**config.mk**
```make
export PLATFORM = sky130hd
export DESIGN_NAME = psum_buff
export DESIGN_NICKNAME = d
export VERILOG_FILES = /design/src/rtl/psum_buff_pkg.sv /design/src/rtl/psum_adder.sv /design/src/rtl/psum_buff.sv
export SDC_FILE = /design/constraint.sdc
export NUM_CORES = 1
export LEC_CHECK = 0
export BUFFER_PORTS_ARGS = -buffer_cell sky130_fd_sc_hd__buf_2
export CAP_MARGIN = 40
export CORE_MARGIN = 2
export CORE_UTILIZATION = 45
export CTS_BUF_LIST = sky130_fd_sc_hd__clkbuf_8 sky130_fd_sc_hd__clkbuf_16
export CTS_CLUSTER_DIAMETER = 120
export DETAILED_ROUTE_END_ITERATION = 16
export GPL_TIMING_DRIVEN = 0
export PLACE_DENSITY_LB_ADDON = 0.2
export SLEW_MARGIN = 5
export SYNTH_ARGS = -nofsm -noshare
export SYNTH_HDL_FRONTEND = slang
export SYNTH_SLANG_ARGS = --single-unit
```
**constraint.sdc**
```tcl
create_clock -name clk -period 7.7 [get_ports clk]
set_clock_uncertainty 0.1 [all_clocks]
set_input_delay 2.31 -clock clk [delete_from_list [all_inputs] [get_ports clk]]
set_output_delay 2.31 -clock clk [all_outputs]
set_load 0.03 [all_outputs]
```
**src/rtl/psum_buff_pkg.sv**
```systemverilog
// -----------------------------------------------------------------------------
// psum_buff_pkg
// Shared constants and types for the partial-sum accumulation buffer.
//   DATA_WIDTH : default width of PE inputs, stored sums and output (25)
//   ADDR_WIDTH : default pointer width (3)
//   DEPTH      : default number of buffer entries, 2**ADDR_WIDTH (8)
//   GUARD_BITS : extra headroom bits on the internal 5-operand sum (3)
//   psum_t     : signed partial-sum type at the default data width
// -----------------------------------------------------------------------------
package psum_buff_pkg;

    localparam int DATA_WIDTH = 25;
    localparam int ADDR_WIDTH = 3;
    localparam int DEPTH      = 8;

    // Five signed operands of width W need at most W+3 bits to sum exactly.
    localparam int GUARD_BITS = 3;

    typedef logic signed [DATA_WIDTH-1:0] psum_t;

endpackage

```
**src/rtl/psum_adder.sv**
```systemverilog
// -----------------------------------------------------------------------------
// psum_adder
// Combinational 5-operand signed adder: head + pe0 + pe1 + pe2 + pe3.
// Optional feature macro: PSUM_BUFF_SAT_EN
//   defined   : result saturates to [-2^(data_width-1), 2^(data_width-1)-1]
//   undefined : result wraps (two's-complement truncation) to data_width bits
// Ports:
//   head      in  data_width signed : oldest stored partial sum
//   pe0..pe3  in  data_width signed : PE partial sums
//   sum       out data_width signed : accumulated result
// -----------------------------------------------------------------------------
module psum_adder
    import psum_buff_pkg::*;
#(
    parameter int data_width = DATA_WIDTH
) (
    input  logic signed [data_width-1:0] head,
    input  logic signed [data_width-1:0] pe0_data,
    input  logic signed [data_width-1:0] pe1_data,
    input  logic signed [data_width-1:0] pe2_data,
    input  logic signed [data_width-1:0] pe3_data,
    output logic signed [data_width-1:0] sum
);

`ifdef PSUM_BUFF_SAT_EN
    // Full-precision sum so overflow can be detected and clamped.
    localparam int SW = data_width + GUARD_BITS;
`else
    // Wrapping result: the low data_width bits of a modular sum are the same
    // whether or not the guard bits are carried, so they are dropped here.
    localparam int SW = data_width;
`endif

    logic signed [SW-1:0] head_x;
    logic signed [SW-1:0] pe0_x;
    logic signed [SW-1:0] pe1_x;
    logic signed [SW-1:0] pe2_x;
    logic signed [SW-1:0] pe3_x;
    logic signed [SW-1:0] sum_wide;

    always_comb begin
        head_x   = SW'(head);
        pe0_x    = SW'(pe0_data);
        pe1_x    = SW'(pe1_data);
        pe2_x    = SW'(pe2_data);
        pe3_x    = SW'(pe3_data);
        sum_wide = head_x + pe0_x + pe1_x + pe2_x + pe3_x;
`ifdef PSUM_BUFF_SAT_EN
        // In range exactly when every bit above the result's sign bit
        // matches that sign bit.
        if ((sum_wide[SW-1:data_width-1] == '0) ||
            (sum_wide[SW-1:data_width-1] == '1)) begin
            sum = sum_wide[data_width-1:0];
        end else if (sum_wide[SW-1]) begin
            sum = {1'b1, {(data_width-1){1'b0}}};
        end else begin
            sum = {1'b0, {(data_width-1){1'b1}}};
        end
`else
        sum = sum_wide;
`endif
    end

endmodule

```
**src/rtl/psum_buff.sv**
```systemverilog
// -----------------------------------------------------------------------------
// psum_buff
// Partial-sum accumulation buffer: a circular FIFO of `depth` signed sums.
// Accumulate pops the head, adds four PE outputs and pushes the result at the
// tail; drain pops a finished sum and pushes a zero; init pushes a zero.
// Optional feature macro: PSUM_BUFF_SAT_EN (saturating accumulate, see
// psum_adder); default build wraps.
// Ports:
//   clk             in  1          : clock, rising edge
//   rst             in  1          : synchronous active-high reset
//   p_init          in  1          : push a zero at the tail
//   p_write_zero    in  1          : drain head, push a zero at the tail
//   p_valid_data    in  1          : accumulate head with PE data
//   pe0..pe3_data   in  data_width : signed PE partial sums
//   fifo_out        out data_width : head entry, 0 when empty
//   valid_fifo_out  out 1          : fifo_out is a finished sum drained now
// Command protocol: there is no back-pressure. A command is a one-cycle
// strobe that is always accepted at the next rising edge, priority
// p_init > p_write_zero > p_valid_data; an inapplicable command (init when
// full, drain/accumulate when empty) is dropped. valid_fifo_out qualifies
// fifo_out in the same cycle; the consumer takes it at that rising edge.
// depth must equal 2**addr_width so pointers wrap naturally.
// -----------------------------------------------------------------------------
module psum_buff
    import psum_buff_pkg::*;
#(
    parameter int data_width = DATA_WIDTH,
    parameter int addr_width = ADDR_WIDTH,
    parameter int depth      = DEPTH
) (
    input  logic                         clk,
    input  logic                         rst,
    input  logic                         p_init,
    input  logic                         p_write_zero,
    input  logic                         p_valid_data,
    input  logic signed [data_width-1:0] pe0_data,
    input  logic signed [data_width-1:0] pe1_data,
    input  logic signed [data_width-1:0] pe2_data,
    input  logic signed [data_width-1:0] pe3_data,
    output logic signed [data_width-1:0] fifo_out,
    output logic                         valid_fifo_out
);

    localparam logic [addr_width:0]   CNT_FULL = (addr_width+1)'(depth);
    localparam logic [addr_width:0]   CNT_ONE  = (addr_width+1)'(1);
    localparam logic [addr_width-1:0] PTR_ONE  = addr_width'(1);

    logic signed [data_width-1:0] mem_q [depth];
    logic signed [data_width-1:0] mem_d [depth];
    logic [addr_width-1:0]        rd_ptr_q, rd_ptr_d;
    logic [addr_width-1:0]        wr_ptr_q, wr_ptr_d;
    logic [addr_width:0]          count_q, count_d;
    logic signed [data_width-1:0] head;
    logic signed [data_width-1:0] acc_sum;
    logic                         empty;

    assign empty = (count_q == '0);
    assign head  = mem_q[rd_ptr_q];

    psum_adder #(
        .data_width (data_width)
    ) u_adder (
        .head     (head),
        .pe0_data (pe0_data),
        .pe1_data (pe1_data),
        .pe2_data (pe2_data),
        .pe3_data (pe3_data),
        .sum      (acc_sum)
    );

    // When full, rd_ptr == wr_ptr: acc_sum is formed from the old mem_q value
    // and only lands in mem_q at the edge, so the slot is read before written.
    always_comb begin
        mem_d    = mem_q;
        rd_ptr_d = rd_ptr_q;
        wr_ptr_d = wr_ptr_q;
        count_d  = count_q;
        if (p_init) begin
            if (count_q < CNT_FULL) begin
                mem_d[wr_ptr_q] = '0;
                wr_ptr_d        = wr_ptr_q + PTR_ONE;
                count_d         = count_q + CNT_ONE;
            end
        end else if (p_write_zero) begin
            if (!empty) begin
                mem_d[wr_ptr_q] = '0;
                rd_ptr_d        = rd_ptr_q + PTR_ONE;
                wr_ptr_d        = wr_ptr_q + PTR_ONE;
            end
        end else if (p_valid_data) begin
            if (!empty) begin
                mem_d[wr_ptr_q] = acc_sum;
                rd_ptr_d        = rd_ptr_q + PTR_ONE;
                wr_ptr_d        = wr_ptr_q + PTR_ONE;
            end
        end
    end

    always_ff @(posedge clk) begin
        if (rst) begin
            rd_ptr_q <= '0;
            wr_ptr_q <= '0;
            count_q  <= '0;
            for (int i = 0; i < depth; i++) begin
                mem_q[i] <= '0;
            end
        end else begin
            rd_ptr_q <= rd_ptr_d;
            wr_ptr_q <= wr_ptr_d;
            count_q  <= count_d;
            for (int i = 0; i < depth; i++) begin
                mem_q[i] <= mem_d[i];
            end
        end
    end

    assign fifo_out       = empty ? '0 : head;
    assign valid_fifo_out = p_write_zero & ~p_init & ~empty;

endmodule

```
==> run_results.csv, run 1 <==
group,metric,value,unit
status,status,"completed",
detailed_routing,routed_wl,37500,um
critical_path,rr_worst_depth,16,
clock_network,clock-root-buffer,"clkbuf_16",
placement,io_buffers,129,
power_and_ir_drop,power,0.00397,W
critical_path,path_class,"primary input to flip-flop",
clock_network,ctsHoldBuffers,0,
placement,gp_congestion,0.885,
sta,rsz0062_at_grt,"false",
global_route,grt_pass1_vias,10153,
die,rows,61,
critical_path,worstReg2RegEnd,"mem_q[190]$_SDFFE_PP0P_",
sta,finalSetupViolCount,0,
die,io_pins,131,
synth,netlist_instances,1375,
critical_path,worstPathCellList,"buf_2 -> inv_1 -> fa_1 -> fa_1 -> fa_1 -> inv_1 -> ha_1 -> fa_1 -> a211oi_2 -> nor3_1 -> nor2_1 -> o21bai_1 -> a31oi_1 -> xor2_1 -> o21ai_0",
synth,synth_warnings,0,
synth,synth_compound_area_share,13.5,%
synth,postSynth.asyncResetShare,0,%
clock_network,post_cts_buffers,0,
synth,synth_xor_area_share,2.02,%
synth,synth-edff-count,0,
finish,drive_above_1_share,16.2,%
clock_network,clock_latency,0.52,ns
synth,synth_simple_gate_area_share,15.3,%
sta,layout_min_cycle_time,6.44,ns
power_and_ir_drop,p_int,0.00227,W
power_and_ir_drop,p_sw_share,42.9,%
synth,ys_seq_elements,210,
sta,slew_viol_final,0,
critical_path,setup.worst_path.start_class,"primary input",
global_route,busiest_layer,"met2",
clock_network,cts_tree,"done",
clock_network,htreeDepth,1,
critical_path,regToRegSetupSlack,1.59,ns
critical_path,r2r-start,"rd_ptr_q[0]$_SDFFE_PP0P_",
die,die_h,171,um
sta,fmax,155,MHz
sta,maxSlewHeadroom,35.7,%
detailed_routing,drc,0,
critical_path,worst-endpoint-required,7.95,ns
global_route,grt_util_met1,34.0,%
synth,syn_avg_cell_area,9.13,um2
finish,fill_cells,2573,
critical_path,slowest_stage,"xor2_1",
global_route,grt.met3_usage,3.77,%
clock_network,cts_buffer_depth,3,
synth,syn_nets,1580,
synth,synth-main-ff-cell,"dfxtp_1",
finish,diodes,0,
synth,synth_top_family_by_area,"simple AND/OR/NAND/NOR gates",
placement,place_area,13700,um2
finish,utilization,52.3,%
power_and_ir_drop,power_frac_seq,28.5,%
power_and_ir_drop,ir_drop,0.135,mV
synth,synthAdderAreaFrac,14.2,%
clock_network,cts_resized,0,
sta,tightestPinTransition,0.962,ns
detailed_routing,wire_per_inst,19.5,um
detailed_routing,drt_iter0_drc,948,
sta,timing.hold.ws,0.356,ns
finish,layout.nets,1741,
global_route,grt_antenna_before_repair,0,
synth,muxShareOfSynthArea,12.7,%
global_route,grt_first_pass_wirelength,56600,um
sta,period_share,83.7,%
job,max_cap_violations,0,
clock_network,cts_inserted_buffers,22,
global_route,use_met2,41.7,%
hold_path,hp-class,"flip-flop to flip-flop",
die,core_region_area,27600,um2
critical_path,end_kind,"flip-flop",
hold_path,hold_end,"mem_q[104]$_SDFFE_PP0P_",
global_route,grtUsageTotal,25.3,%
sta,setup_tns,0,ns
hold_path,hold_depth,2,
power_and_ir_drop,p_per_area,275,nW/um2
detailed_routing,dr.pass1.iters,7,
placement,dp_hpwl,27900,um
detailed_routing,via_count,10658,
critical_path,cpMostUsedCell,"fa_1",
hold_path,hp-start,"mem_q[104]$_SDFFE_PP0P_",
die,die_w,171,um
synth,ys_seq_area_share,33.5,%
critical_path,path_max_fanout,8,
clock_network,cts.sinks,210,
power_and_ir_drop,power.switching,0.00170,W
detailed_routing,drtAntennaViolNets,0,
die,dieArea,29300,um2
synth,synth_cell_type_count,57,
synth,syn_area,12600,um2
finish,fin_area,14500,um2
power_and_ir_drop,combPwrFrac,45.4,%
clock_network,clkTransAtPathRegs,0.06,ns
sta,final-hold-violation-count,0,
critical_path,max_stage_delay,0.73,ns
power_and_ir_drop,p_leak,6.22,nW
critical_path,worstPathArrival,6.69,ns
global_route,grt_max_degree,14,
finish,areaGrowthSynthToFinish,15.1,%
global_route,grt_overflow,0,
die,start_util,45.5,%
power_and_ir_drop,clockPowerShare,26.1,%
detailed_routing,vias_per_cell,5.53,
synth_stat cells (all sizes together), types with 2 or more instances:
master	n	area (um2)
dfxtp	210	4200
inv	200	751
nor2	197	739
a22oi	92	691
fa	71	1420
o21ai	71	355
nand3b	65	488
clkbuf	57	214
nand2	51	194
mux4	50	1130
a21oi	47	235
mux2i	45	450
ha	29	363
buf	27	133
nand3	26	130
xnor2	15	131
xor2	14	123
nor3	10	50.1
a21o	8	60.1
and3	8	50.1
nand2b	8	50.1
a211oi	6	60.1
or3	6	37.5
and2	5	31.3
nor2b	5	31.3
o211ai	5	37.5
a31oi	4	25.0
nor3b	4	35.0
o21bai	4	30.0
o311ai	4	35.0
or4	4	30.0
nand4	3	18.8
a2111oi	2	17.5
a221o	2	20.0
mux2	2	22.5
o21a	2	15.0
or2	2	12.5
power groups by stage:
stage | combinational (W) | sequential, W | clock (W)
4_1_cts | 0.00176 | 0.00113 | 0.00105
6_report | 0.00180 | 0.00113 | 0.00104
3_3_place_gp | 0.00173 | 0.00115 | 0
2_1_floorplan | 0.00119 | 0.00115 | 0
5_1_grt | 0.00197 | 0.00113 | 0.00109
3_5_place_dp | 0.00174 | 0.00115 | 0
layer usage:
layer,wire (um),vias up,share of wire (%)
met5,0,-,0
met4,1230,0,3.3
met3,3330,77,8.9
met2,17300,487,46
met1,15700,5119,42
li1,-,4975,-
worst max-delay path by stage:
stage	endpoint	cells past startpoint	slack, ns	from
floorplan	mem_q[123]$_SDFFE_PP0P_	14	1.46	pe0_data[1]
global placement	mem_q[171]$_SDFFE_PP0P_	15	0.82	pe0_data[1]
detailed placement	mem_q[65]$_SDFFE_PP0P_	15	0.84	pe0_data[1]
CTS	mem_q[190]$_SDFFE_PP0P_	15	1.33	pe0_data[1]
global route	mem_q[90]$_SDFFE_PP0P_	15	0.99	pe0_data[1]
finish	mem_q[190]$_SDFFE_PP0P_	15	1.26	pe0_data[1]
critical path, delay by kind of cell:
family | cells | cell delay, ns
fa+ha+maj | 5 | 2.21
compound gates | 4 | 0.89
xor+xnor | 1 | 0.73
simple gates | 2 | 0.38
buf+inv | 3 | 0.16
cells by family (layout without fill, tap and decap cells):
logic type	after synthesis	after routing
AOI/OAI and AO/OA	258	258
xor gates and xnor gates	29	29
adders and majority gates	100	100
buffers and inverters	284	457
DFF	210	210
muxes	97	97
and+or+nand+nor	397	397
flip-flops by register name (all words and copies together), names as in the netlist:
name      flops
mem_q       200
rd_ptr_q      3
wr_ptr_q      3
count_q       4
stage by stage:
| stage | setup WS (ns) | cells |
|---|---|---|
| 3_5_place_dp | 0.840 | 1889 |
| 2_1_floorplan | 1.46 | 1375 |
| 4_1_cts | 1.33 | 1925 |
| 5_1_grt | 0.987 | 1926 |
| 3_3_place_gp | 0.817 | 1882 |
| 6_report | 1.26 | 1926 |
layout by cell type (no fill, tap or decap), types with 4 or more instances in the layout:
cell         n
o211ai_1     5
o21ai_0     70
a22oi_1     92
buf_2      148
and3_1       8
or4_1        4
mux2i_1     45
o311ai_0     4
buf_4        5
clkbuf_1    57
a21o_1       8
o21bai_1     4
nand3_1     26
or3_1        6
clkbuf_8     5
nor3_1      10
mux4_2      50
buf_1        7
nand2b_1     8
nor2b_1      5
xor2_1      14
clkbuf_16   22
fa_1        71
a31oi_1      4
xnor2_1     15
ha_1        29
inv_1      204
and2_1       5
dfxtp_1    210
nor2_1     197
a21oi_1     47
nand2_1     50
nand3b_1    65
cell type report:
type | instances | area [um2] | share of cell area, %
well taps | 378 | 473 | 3.27
inverters | 200 | 751 | 5.20
flip-flops and latches | 210 | 4200 | 29.1
clock inverters | 9 | 78.8 | 0.546
clock buffers | 27 | 619 | 4.29
plain buffers | 84 | 347 | 2.40
multi-input cells | 881 | 7260 | 50.2
repair buffers | 137 | 721 | 4.99
(Power assumes the default switching activity.)
==> inputs of run 2 (changes only) <==
==> constraint.sdc (replaced) <==
create_clock -name clk -period 5.2 [get_ports clk]
set_clock_uncertainty 0.1 [all_clocks]
set_input_delay 1.56 -clock clk [delete_from_list [all_inputs] [get_ports clk]]
set_output_delay 1.56 -clock clk [all_outputs]
set_load 0.03 [all_outputs]
==> run 2 against run 1 <==
Against the previous run:
- register-to-register slack worse by 1.4 ns
- global-route usage barely moved
- flip-flop and latch count is the same
- critical path type unchanged
- via count rose by 1.4%
- clock power grew 50%
- clock-buffer cell count rose by 3
- core utilization increased by 1.5 points
- final cell count is 0.26% higher
- largest power group unchanged
==> run_results.csv, run 2 (synthesis gave the netlist of run 1 again) <==
group,metric,value,unit
global_route,busiest_layer,"met2",
job,max_cap_violations,0,
detailed_routing,vias_per_cell,5.60,
detailed_routing,via_count,10812,
finish,fill_cells,2561,
clock_network,clock_latency,0.51,ns
critical_path,end_kind,"flip-flop",
die,die_w,171,um
sta,final-hold-violation-count,0,
global_route,grt.met3_usage,4.40,%
finish,register_area,4200,um2
global_route,use_met2,40.3,%
clock_network,clock-root-buffer,"clkbuf_16",
placement,placed_cells,1888,
clock_network,clkTransAtPathRegs,0.06,ns
clock_network,cts_tree,"done",
sta,finalSetupViolCount,0,
power_and_ir_drop,p_int,0.00367,W
power_and_ir_drop,clockPowerShare,24.4,%
detailed_routing,wire_per_inst,19.6,um
detailed_routing,drc,0,
global_route,grt_antenna_before_repair,0,
detailed_routing,drt_iter0_drc,975,
clock_network,htreeDepth,1,
sta,rsz0062_at_grt,"true",
placement,pre_cts_slack,-0.865,ns
clock_network,cts_buffer_depth,3,
clock_network,cts_inserted_buffers,22,
placement,gp_congestion,0.875,
detailed_routing,drtAntennaViolNets,0,
global_route,grt_first_pass_wirelength,56600,um
finish,final_cell_mix,"dfxtp_1, inv_1, nor2_1",
detailed_routing,dr.pass1.iters,6,
sta,maxSlewHeadroom,33.4,%
finish,diodes,0,
global_route,grt_pass1_vias,10228,
die,io_pins,131,
detailed_routing,routed_wl,37800,um
sta,tightestPinTransition,0.996,ns
critical_path,path_max_fanout,7,
power_and_ir_drop,p_leak,6.38,nW
power_and_ir_drop,ir_drop,0.238,mV
critical_path,setup.worst_path.start_class,"primary input",
critical_path,worstPathArrival,5.53,ns
finish,largest-register,"mem_q",
critical_path,worst-endpoint-required,5.55,ns
die,rows,61,
die,start_util,45.5,%
sta,slew_viol_final,0,
sta,fin_ws,0.0240,ns
finish,largest_reg_flops,200,
die,dieArea,29300,um2
sta,period_share,99.5,%
sta,layout_min_cycle_time,5.18,ns
global_route,grt_max_degree,14,
clock_network,ctsHoldBuffers,0,
global_route,grtUsageTotal,25.3,%
power_and_ir_drop,p_sw_share,42.4,%
hold_path,hp-class,"flip-flop to flip-flop",
finish,mostFrequentLayoutCell,"dfxtp_1",
global_route,grt_overflow,0,
die,die_h,171,um
placement,dp_hpwl,28000,um
finish,reg_top3,"mem_q x200, count_q x4",
finish,layout.nets,1743,
critical_path,path_class,"primary input to flip-flop",
power_and_ir_drop,combPwrFrac,49.3,%
power_and_ir_drop,power.switching,0.00270,W
finish,multi_input_area,7550,um2
power_and_ir_drop,power_frac_seq,26.3,%
power_and_ir_drop,p_per_area,429,nW/um2
finish,areaGrowthSynthToFinish,18.3,%
placement,io_buffers,129,
global_route,grt_util_met1,34.4,%
finish,fin_cells,1931,
clock_network,cts.sinks,210,
finish,drive_above_1_share,19.5,%
sta,fmax,193,MHz
status,status,"completed",
die,core_region_area,27600,um2
## run 2: cell types whose count changed in the layout (fill, tap and decap cells not counted), sizes merged
cell	previous run	this run
buf	164	168
clkbuf	84	85
inv	204	203
clkinv	3	5
bufinv	1	0
## run 2: layout make-up
| type | count | share of cell area (%) |
|---|---|---|
| plain buffers | 80 | 2.33 |
| flip-flops and latches | 210 | 28.3 |
| inverters | 200 | 5.12 |
| repair buffers | 143 | 5.40 |
| clock inverters | 9 | 0.295 |
| multi-input cells | 881 | 50.8 |
| clock buffers | 30 | 4.52 |
| well taps | 378 | 3.18 |
## run 2: power by group through the flow
stage	logic, W	clock network (W)	registers [W]
finish	0.00314	0.00156	0.00167
global route	0.00340	0.00163	0.00167
CTS	0.00287	0.00157	0.00167
detailed placement	0.00259	0	0.00171
global placement	0.00257	0	0.00171
floorplan	0.00179	0	0.00170
## run 2: path summary, 6_finish.rpt
path,from,endpoint,slack (ns),cells past startpoint
setup reg to reg,rd_ptr_q[1]$_SDFFE_PP0P_,mem_q[12]$_SDFFE_PP0P_,0.16,14
hold reg to reg,mem_q[106]$_SDFFE_PP0P_,mem_q[106]$_SDFFE_PP0P_,0.35,2
setup / recovery,pe2_data[1],mem_q[98]$_SDFFE_PP0P_,0.02,15
hold / removal,mem_q[106]$_SDFFE_PP0P_,mem_q[106]$_SDFFE_PP0P_,0.35,2
## run 2: metrics by stage
step           util [%]  power, W  cell area (um2)    TNS, ns  hold WS, ns
3_5_place_dp       49.9   0.00430            13800     -80.86        0.343
5_1_grt            53.8   0.00671            14900     -0.515        0.379
3_3_place_gp       49.6   0.00427            13700     -75.59        0.338
6_report           53.8   0.00637            14900          0        0.353
4_1_cts            53.1   0.00610            14700  -0.000876        0.352
2_1_floorplan         -   0.00349            12600     -0.550        0.329
## run 2: repair_timing
action / 4_1_cts / 5_1_grt
endpoints found under the hold margin: 0 / 0
gates resized for setup: 21 / 36
cloned: 0 / 0
buffers inserted: 4 / 4
pin swaps: 4 / 14
setup endpoints to repair: 150 / 127
## run 2: critical path, stage by stage
cell      delay (ns)
buf_2           0.07
inv_1           0.05
fa_1            0.58
fa_1            0.44
fa_1            0.51
inv_2           0.05
ha_4            0.17
fa_2            0.43
a211oi_4        0.29
nor3_4          0.11
nor2_4          0.15
o21bai_4        0.08
o311a_4         0.41
or4_4           0.55
nand3_2         0.08
## run 2: layer usage
metal	vias up	routed length (um)
li1	4977	-
met5	-	0
met3	82	3210
met4	0	1270
met1	5286	16000
met2	467	17300
==> inputs of run 3 (changes only) <==
==> constraint.sdc (replaced) <==
create_clock -name clk -period 5.2 [get_ports clk]
set_clock_uncertainty 0.1 [all_clocks]
set_input_delay 1.04 -clock clk [delete_from_list [all_inputs] [get_ports clk]]
set_output_delay 1.04 -clock clk [all_outputs]
set_load 0.03 [all_outputs]
==> run 3 against run 2 <==
Against the previous run:
- clock power about the same
- die area unchanged
- wire length decreased by 0.26%
- combinational power decreased by 7.0%
- first-iteration DRC count decreased by 7.1%
==> run_results.csv, run 3 (synthesis gave the netlist of run 1 again) <==
group,metric,value,unit
clock_network,clkTransAtPathRegs,0.06,ns
finish,areaGrowthSynthToFinish,16.7,%
power_and_ir_drop,power,0.00613,W
job,max_cap_violations,0,
placement,io_buffers,129,
sta,tightestPinTransition,0.833,ns
finish,drive_above_1_share,17.8,%
finish,mostFrequentLayoutCell,"dfxtp_1",
hold_path,hp-class,"flip-flop to flip-flop",
clock_network,cts_tree,"done",
sta,finalSetupViolCount,0,
status,status,"completed",
detailed_routing,wire_per_inst,19.6,um
detailed_routing,routed_wl,37700,um
power_and_ir_drop,p_leak,6.31,nW
detailed_routing,dr.pass1.iters,6,
clock_network,cts.sinks,210,
finish,layout.nets,1742,
sta,slew_viol_final,0,
critical_path,regToRegSetupSlack,0.18,ns
finish,fin_area,14700,um2
detailed_routing,via_count,10732,
die,rows,61,
global_route,grt_max_degree,14,
critical_path,r2r-start,"rd_ptr_q[2]$_SDFFE_PP0P_",
clock_network,clock-root-buffer,"clkbuf_16",
critical_path,worstPathArrival,5.35,ns
critical_path,critPathLaunch,"rd_ptr_q[2]$_SDFFE_PP0P_",
global_route,grt_overflow,0,
placement,placed_cells,1889,
sta,fin_ws,0.181,ns
power_and_ir_drop,ir_drop,0.201,mV
critical_path,path_max_fanout,10,
detailed_routing,drc,0,
die,die_h,171,um
clock_network,ctsHoldBuffers,0,
detailed_routing,drtAntennaViolNets,0,
placement,pre_cts_slack,-0.867,ns
finish,fin_cells,1927,
finish,largest_reg_flops,200,
critical_path,end_kind,"flip-flop",
power_and_ir_drop,power.switching,0.00261,W
hold_path,hp-start,"mem_q[104]$_SDFFE_PP0P_",
critical_path,cp-endpoint,"mem_q[192]$_SDFFE_PP0P_",
global_route,grt_first_pass_wirelength,56900,um
sta,fmax,199,MHz
critical_path,cpMostUsedCell,"nand2_1",
critical_path,worst-endpoint-required,5.54,ns
die,io_pins,131,
detailed_routing,drt_iter0_drc,906,
critical_path,rr_worst_depth,13,
critical_path,path_class,"flip-flop to flip-flop",
die,die_w,171,um
power_and_ir_drop,clockPowerShare,25.1,%
power_and_ir_drop,power_frac_seq,27.3,%
global_route,grtUsageTotal,25.4,%
finish,reg_top3,"mem_q x200, count_q x4",
clock_network,cts_buffer_depth,3,
clock_network,clock_latency,0.53,ns
detailed_routing,vias_per_cell,5.57,
power_and_ir_drop,combPwrFrac,47.6,%
finish,largest-register,"mem_q",
finish,diodes,0,
critical_path,setup.worst_path.start_class,"flip-flop",
sta,layout_min_cycle_time,5.02,ns
sta,maxSlewHeadroom,43.1,%
clock_network,htreeDepth,1,
die,core_region_area,27600,um2
clock_network,cts_inserted_buffers,22,
placement,dp_hpwl,27900,um
die,start_util,45.5,%
critical_path,worstReg2RegEnd,"mem_q[192]$_SDFFE_PP0P_",
critical_path,slowest_stage,"dfxtp_1",
placement,place_area,13700,um2
power_and_ir_drop,p_sw_share,42.7,%
global_route,grt_antenna_before_repair,0,
power_and_ir_drop,p_int,0.00351,W
placement,gp_congestion,0.885,
finish,final_cell_mix,"dfxtp_1, inv_1, nor2_1",
global_route,grt_pass1_vias,10201,
critical_path,max_stage_delay,0.84,ns
die,dieArea,29300,um2
power_and_ir_drop,p_per_area,418,nW/um2
sta,period_share,96.5,%
sta,final-hold-violation-count,0,
critical_path,worstPathCellList,"clkdlybuf4s15_1 -> mux2i_1 -> fa_1 -> inv_1 -> ha_1 -> clkbuf_1 -> nand2_1 -> o21ai_0 -> nand2_1 -> nand3_1 -> xor2_2 -> a22oi_1 -> nor2_1",
[run 3: cell types whose count changed in the layout (fill, tap and decap cells not counted), moves of 3 or more]
cell      previous run  this run
a21oi_1             44        47
clkbuf_2             4         1
o21ai_1              5         1
clkinv_2             5         2
o21ai_0             65        70
inv_1              199       204
[run 3: stage by stage]
stage	utilization (%)	TNS (ns)	hold WS [ns]
floorplan	-	0	0.329
global placement	49.5	-74.85	0.338
detailed placement	49.7	-79.34	0.346
CTS	52.8	0	0.355
global route	53.0	-0.0170	0.368
finish	53.0	0	0.354
[run 3: power groups by stage]
| stage | Sequential (W) | Clock [W] | Combinational, W |
|---|---|---|---|
| after floorplan | 0.00170 | 0 | 0.00177 |
| final | 0.00167 | 0.00154 | 0.00292 |
| after detailed placement | 0.00171 | 0 | 0.00258 |
| after global routing | 0.00168 | 0.00161 | 0.00317 |
| after global placement | 0.00171 | 0 | 0.00257 |
| after CTS | 0.00167 | 0.00155 | 0.00283 |
[run 3: cell type report]
type | instances | area (um2)
Tap cell | 378 | 473
Multi-Input combinational cell | 881 | 7390
Clock buffer | 27 | 619
Clock inverter | 9 | 78.8
Buffer | 82 | 373
Inverter | 200 | 751
Timing Repair Buffer | 140 | 768
Fill cell | 2548 | 13000
Sequential cell | 210 | 4200
[run 3: worst min-delay path by stage]
| stage | slack (ns) | to | cells after the start |
|---|---|---|---|
| 4_1_cts | 0.35 | mem_q[104]$_SDFFE_PP0P_ | 2 |
| 3_3_place_gp | 0.34 | mem_q[106]$_SDFFE_PP0P_ | 2 |
| 3_5_place_dp | 0.35 | mem_q[104]$_SDFFE_PP0P_ | 2 |
| 5_1_grt | 0.37 | mem_q[104]$_SDFFE_PP0P_ | 2 |
| 6_report | 0.35 | mem_q[104]$_SDFFE_PP0P_ | 2 |
| 2_1_floorplan | 0.33 | mem_q[106]$_SDFFE_PP0P_ | 2 |
[run 3: layer usage]
| metal | up-vias | share of wire, % | GRT usage (%) | wire length [um] |
|---|---|---|---|---|
| li1 | 4964 | - | - | - |
| met1 | 5212 | 41 | 34.3 | 15600 |
| met2 | 489 | 47 | 42.1 | 17600 |
| met3 | 67 | 9.1 | 3.61 | 3430 |
| met4 | 0 | 2.9 | 8.40 | 1100 |
| met5 | - | 0 | 0 | 0 |
[run 3: worst max-delay path: cells and delay by family (launching register included)]
family          cells  cell delay, ns
buf+inv             3            1.12
fa+ha+maj           2            0.85
flops               1            0.84
compound gates      2            0.61
simple gates        4            0.55
xor+xnor            1            0.50
mux                 1            0.34
[run 3: repair_timing]
item                                    4_1_cts  5_1_grt
resized for setup                            18       19
setup buffers                                 4        0
endpoints found under the setup margin      141      120
endpoints found under the hold margin         0        0
pin swaps                                     4        0
